`config.mk`:
```
export PLATFORM = sky130hd
export DESIGN_NAME = mouse_input_stage
export DESIGN_NICKNAME = d
export VERILOG_FILES = /design/src/rtl/mouse_input_stage.sv
export SDC_FILE = /design/constraint.sdc
export NUM_CORES = 1
export LEC_CHECK = 0
export BUFFER_PORTS_ARGS = -buffer_cell sky130_fd_sc_hd__buf_2
export CORE_UTILIZATION = 56
export DETAILED_ROUTE_END_ITERATION = 10
export GPL_TIMING_DRIVEN = 0
export PLACE_DENSITY = 0.92
export SLEW_MARGIN = 20
export SYNTH_ARGS = -nofsm -noshare
export SYNTH_HDL_FRONTEND = slang
export SYNTH_SLANG_ARGS = --single-unit
```
`constraint.sdc`:
```
create_clock -name clk -period 2.3 [get_ports clk]
set_clock_uncertainty 0.1 [all_clocks]
set_input_delay 0.575 -clock clk [delete_from_list [all_inputs] [get_ports clk]]
set_output_delay 0.575 -clock clk [all_outputs]
set_load 0.02 [all_outputs]
```
`src/rtl/mouse_input_stage.sv`:
```
// Mouse input conditioning ahead of draw_mouse: bounds clamping, frame-synchronous
// position update, and per-button synchronise / debounce / click-pulse generation.

module mouse_button_debounce #(
    parameter int DEBOUNCE_CYCLES = 650000,
    parameter int CNT_W           = 20
) (
    input  logic clk,
    input  logic rst_n,
    input  logic raw,
    output logic press,
    output logic pulse,
    output logic held
);
    // state | meaning
    // IDLE  | button released, next synchronised high level is a new click
    // LOCK  | lockout after a click; input ignored until the counter expires
    // HELD  | lockout over but button still down; wait for release
    typedef enum logic [1:0] {IDLE, LOCK, HELD} state_t;

    localparam logic [CNT_W-1:0] CNT_LAST = CNT_W'(DEBOUNCE_CYCLES - 1);

    state_t           state;
    logic             s1;
    logic             s2;
    logic [CNT_W-1:0] cnt;

    // The parent captures click coordinates on exactly this condition.
    assign press = (state == IDLE) && s2;

    always_ff @(posedge clk or negedge rst_n) begin
        if (!rst_n) begin
            s1    <= 1'b0;
            s2    <= 1'b0;
            state <= IDLE;
            cnt   <= '0;
            pulse <= 1'b0;
            held  <= 1'b0;
        end else begin
            s1    <= raw;
            s2    <= s1;
            pulse <= 1'b0;
            case (state)
                IDLE: begin
                    if (s2) begin
                        state <= LOCK;
                        cnt   <= '0;
                        pulse <= 1'b1;
                        held  <= 1'b1;
                    end
                end
                LOCK: begin
                    if (cnt == CNT_LAST) begin
                        if (s2) begin
                            state <= HELD;
                        end else begin
                            state <= IDLE;
                            held  <= 1'b0;
                        end
                    end else begin
                        cnt <= cnt + 1'b1;
                    end
                end
                HELD: begin
                    if (!s2) begin
                        state <= IDLE;
                        held  <= 1'b0;
                    end
                end
                default: begin
                    state <= IDLE;
                    held  <= 1'b0;
                end
            endcase
        end
    end
endmodule

module mouse_input_stage #(
    parameter int X_MAX           = 1023,
    parameter int Y_MAX           = 767,
    parameter int DEBOUNCE_CYCLES = 650000,
    parameter int CNT_W           = 20
) (
    input  logic        clk,
    input  logic        rst_n,
    input  logic [11:0] xpos_in,
    input  logic [11:0] ypos_in,
    input  logic        left_in,
    input  logic        right_in,
    input  logic        vblnk_in,
    output logic [11:0] xpos,
    output logic [11:0] ypos,
    output logic        left_click,
    output logic        right_click,
    output logic        left_held,
    output logic [11:0] click_x,
    output logic [11:0] click_y
);
    localparam logic [11:0] X_LIM = 12'(X_MAX);
    localparam logic [11:0] Y_LIM = 12'(Y_MAX);

    logic [11:0] cx;
    logic [11:0] cy;
    logic        vblnk_prev;
    logic        left_press;
    logic        right_press;
    logic        right_held;

    assign cx = (xpos_in > X_LIM) ? X_LIM : xpos_in;
    assign cy = (ypos_in > Y_LIM) ? Y_LIM : ypos_in;

    // Displayed position only moves at frame start so the cursor never tears.
    always_ff @(posedge clk or negedge rst_n) begin
        if (!rst_n) begin
            vblnk_prev <= 1'b0;
            xpos       <= '0;
            ypos       <= '0;
        end else begin
            vblnk_prev <= vblnk_in;
            if (vblnk_in && !vblnk_prev) begin
                xpos <= cx;
                ypos <= cy;
            end
        end
    end

    mouse_button_debounce #(
        .DEBOUNCE_CYCLES(DEBOUNCE_CYCLES),
        .CNT_W          (CNT_W)
    ) u_left (
        .clk  (clk),
        .rst_n(rst_n),
        .raw  (left_in),
        .press(left_press),
        .pulse(left_click),
        .held (left_held)
    );

    mouse_button_debounce #(
        .DEBOUNCE_CYCLES(DEBOUNCE_CYCLES),
        .CNT_W          (CNT_W)
    ) u_right (
        .clk  (clk),
        .rst_n(rst_n),
        .raw  (right_in),
        .press(right_press),
        .pulse(right_click),
        .held (right_held)
    );

    // Click coordinates use the live clamped position, not the frame-latched one.
    always_ff @(posedge clk or negedge rst_n) begin
        if (!rst_n) begin
            click_x <= '0;
            click_y <= '0;
        end else if (left_press || right_press) begin
            click_x <= cx;
            click_y <= cy;
        end
    end

    logic unused_right_held;
    assign unused_right_held = right_held;
endmodule

```
==> flow_metrics.tcl <==
set metrics [dict create \
    status "complete, but fails checks" \
    failed_checks "design-rule violations" \
    yosysMostFrequentCell "dfrtp_1" \
    hold_viol_final 0 \
    crit_required_ps 2470 \
    dieWidth_um 93.15 \
    seq_area_frac_synth_pct 53.79 \
    synthArstFlopShare_pct 100.0 \
    clk_pin_slew_ps 110 \
    p_leak_nw 2.536 \
    cp-startpoint "u_right.cnt[0]" \
    internal_power_mw 2.831 \
    p_sw_share_pct 38.14 \
    coreArea_um2 7888 \
    critical_path_class "reg -> reg" \
    regToRegStartpoint "u_right.cnt[0]" \
    rsz0062_at_grt "true" \
    clk_latency_ps 380 \
    boundaryPins 80 \
    yosysTopAreaCell "dfrtp_1" \
    syn-num-nets 521 \
    nFillCells 545 \
    wl_um 11660 \
    r2r_slack_ps 40 \
    crit-reg2reg-capture "u_right.cnt[8]" \
    port_buffers 79 \
    endpoint "u_right.cnt[8]" \
    tightest_slew_ps 608.3 \
    initial_core_util_pct 58.98 \
    slew_headroom_pct 59.23 \
    place_hpwl_um 8091 \
    hold_class "in -> async" \
    finalNonFillerCells 687 \
    yosysTopAreaCellShare_pct 53.79 \
    row_count 32 \
    dieArea_um2 8676 \
    track_usage_pct 27.60 \
    p_sw_mw 1.745 \
    clockPowerShare_pct 24.1 \
    pwr-share-seq_pct 46.8 \
    synth_flop_cell "dfrtp_1" \
    drcViolationCount 1 \
    synth_area_leaders "dfrtp_1, nor2_1, nand2_1" \
    synth_common_cells "dfrtp_1, nor2_1, nand2_1" \
    route.vias.total 4222 \
    drive_gt1_share_pct 21.20 \
    syn_area_per_cell_um2 9.592 \
    htreeDepth 3 \
    pwr-share-comb_pct 29.1 \
    clock.fmax_mhz 443.4 \
    wl_per_cell_um 16.97 \
    drv_cap 0 \
    placedCellCount 667 \
    final.min_clock_period_ps 2255 \
    yosys_warnings 0 \
    hold_buffers 0 \
    fin_crit_sh_pct 98.05 \
    grt_max_degree 55 \
    arrival_ps 2420 \
    drtPass1Iterations 8 \
    yosysUniqueCellTypes 53 \
    grt_pass1_wl_um 18780 \
    setup-tns-final_ps 0 \
    r2r_cells 7 \
    gp_congestion 0.9034 \
    drt_iter0_drc 541 \
    ys_seq_elements 100 \
    end_kind "flip-flop" \
    critPathMaxFanout 8 \
    die_h_um 93.15 \
    fin_nets 616 \
    cts_buffers 9 \
    cts_tree "yes" \
    ant_nets 0 \
    via_per_inst 6.146 \
    start_kind "flip-flop" \
    root_buffer "clkbuf_8" \
    slew_viol_final 0 \
    cts.sinks 100 \
    multi_input_area_um2 2046 \
    n_antenna_cell 0 \
    gr-total-overflow 0 \
    synth-edff-count 0 \
    synthCells 485 \
    seq_area_um2 2502 \
    max-vdd-ir-drop_uv 479.4 \
    cts_max_path_buffers 2 \
    grt_pass1_vias 3937 \
    antenna_found_initial 0 \
    setup_violations 0 \
    syn2layout_area_growth_pct 18.05 \
    p_per_area_nw_per_um2 833.3 \
    syn_area_um2 4652 \
]
==> kinds of logic (layout without fill, tap and decap cells) <==
family	Yosys count	after routing	share of synthesized area, %
compound gates	115	115	14.93
fa+ha+maj	7	7	1.883
mux	14	14	3.039
flops	100	100	53.79
xor+xnor	3	3	0.5649
buf+inv	33	133	2.851
simple gates	213	213	22.94
==> cell usage in the layout (no fill, tap or decap), drive strengths merged, types with 10 or more instances in the layout <==
cell    Yosys  final
dfrtp     100    100
buf         2     89
nor2       58     58
nand2      58     58
o21ai      47     47
clkbuf     22     28
a21oi      27     27
nand3      24     24
mux2i      13     13
nor3       13     13
inv         8     11
o31ai      10     10
==> final cells by class <==
cell class	instances	area share, %
multi-input combinational	352	37.25
inverter	9	0.6152
clock inverter	7	1.276
timing repair buffer	86	8.863
buffer	22	1.846
tap	102	2.324
sequential	100	45.57
clock buffer	9	2.256
==> how the worst min path moves through the flow <==
| stage | startpoint | endpoint | slack (ps) | depth (start not counted) |
|---|---|---|---|---|
| 6_report | rst_n | ypos[10] | 7 | 1 |
| 5_1_grt | rst_n | vblnk_prev | 60 | 1 |
| 4_1_cts | rst_n | ypos[10] | 40 | 1 |
| 3_5_place_dp | u_right.s1 | u_right.s2 | 240 | 0 |
| 3_3_place_gp | u_right.s1 | u_right.s2 | 240 | 0 |
| 2_1_floorplan | rst_n | click_x[0] | 180 | 0 |
==> sequential cells by signal (all words and copies together) (netlist names) <==
name / cells
click_x: 12
click_y: 12
u_left.cnt: 20
u_left.held: 1
u_left.pulse: 1
u_left.s1: 1
u_left.s2: 1
u_left.state: 2
u_right.cnt: 20
u_right.pulse: 1
u_right.s1: 1
u_right.s2: 1
u_right.state: 2
vblnk_prev: 1
xpos: 12
ypos: 12
==> worst max-delay path, cell delays in order (launching register included) <==
cell,delay [ps]
dfrtp_1,450
ha_1,220
nand3_1,280
or3_4,500
o21ai_4,230
buf_4,170
nor3_1,50
a21o_1,160
==> through the flow <==
step	hold WS [ps]	worst slack (ps)	cell area [um^2]	utilization, %	power (mW)
detailed placement	237.9	-215.2	5209	66.04	3.437
floorplan	179.4	180.5	4652	-	2.972
CTS	38.74	20.19	5431	68.86	4.524
global placement	240.5	-374.0	5175	65.61	3.354
global route	58.63	-69.93	5492	69.62	4.799
finish	7.345	44.92	5492	69.62	4.576
==> metal layers <==
metal / global-route usage [%] / vias up / wire, um
met5: 0 / - / 0
met4: 14.36 / 0 / 355
met3: 5.528 / 35 / 935
met2: 43.81 / 231 / 5678
met1: 36.03 / 2031 / 4687
li1: - / 1925 / -
==> power groups by stage <==
stage	logic, mW	registers [mW]	clock network, mW
after floorplan	0.661	2.31	0
after global placement	1.20	2.16	0
after global routing	1.46	2.18	1.17
after CTS	1.29	2.14	1.09
after detailed placement	1.27	2.17	0
final	1.33	2.14	1.10
==> repair_timing <==
item                       in CTS  in global routing
gates cloned                    0                  0
resized for setup               9                  6
pin swaps                       1                  2
buffers inserted                2                  4
setup endpoints to repair      47                 22
(Power assumes the default switching activity.)
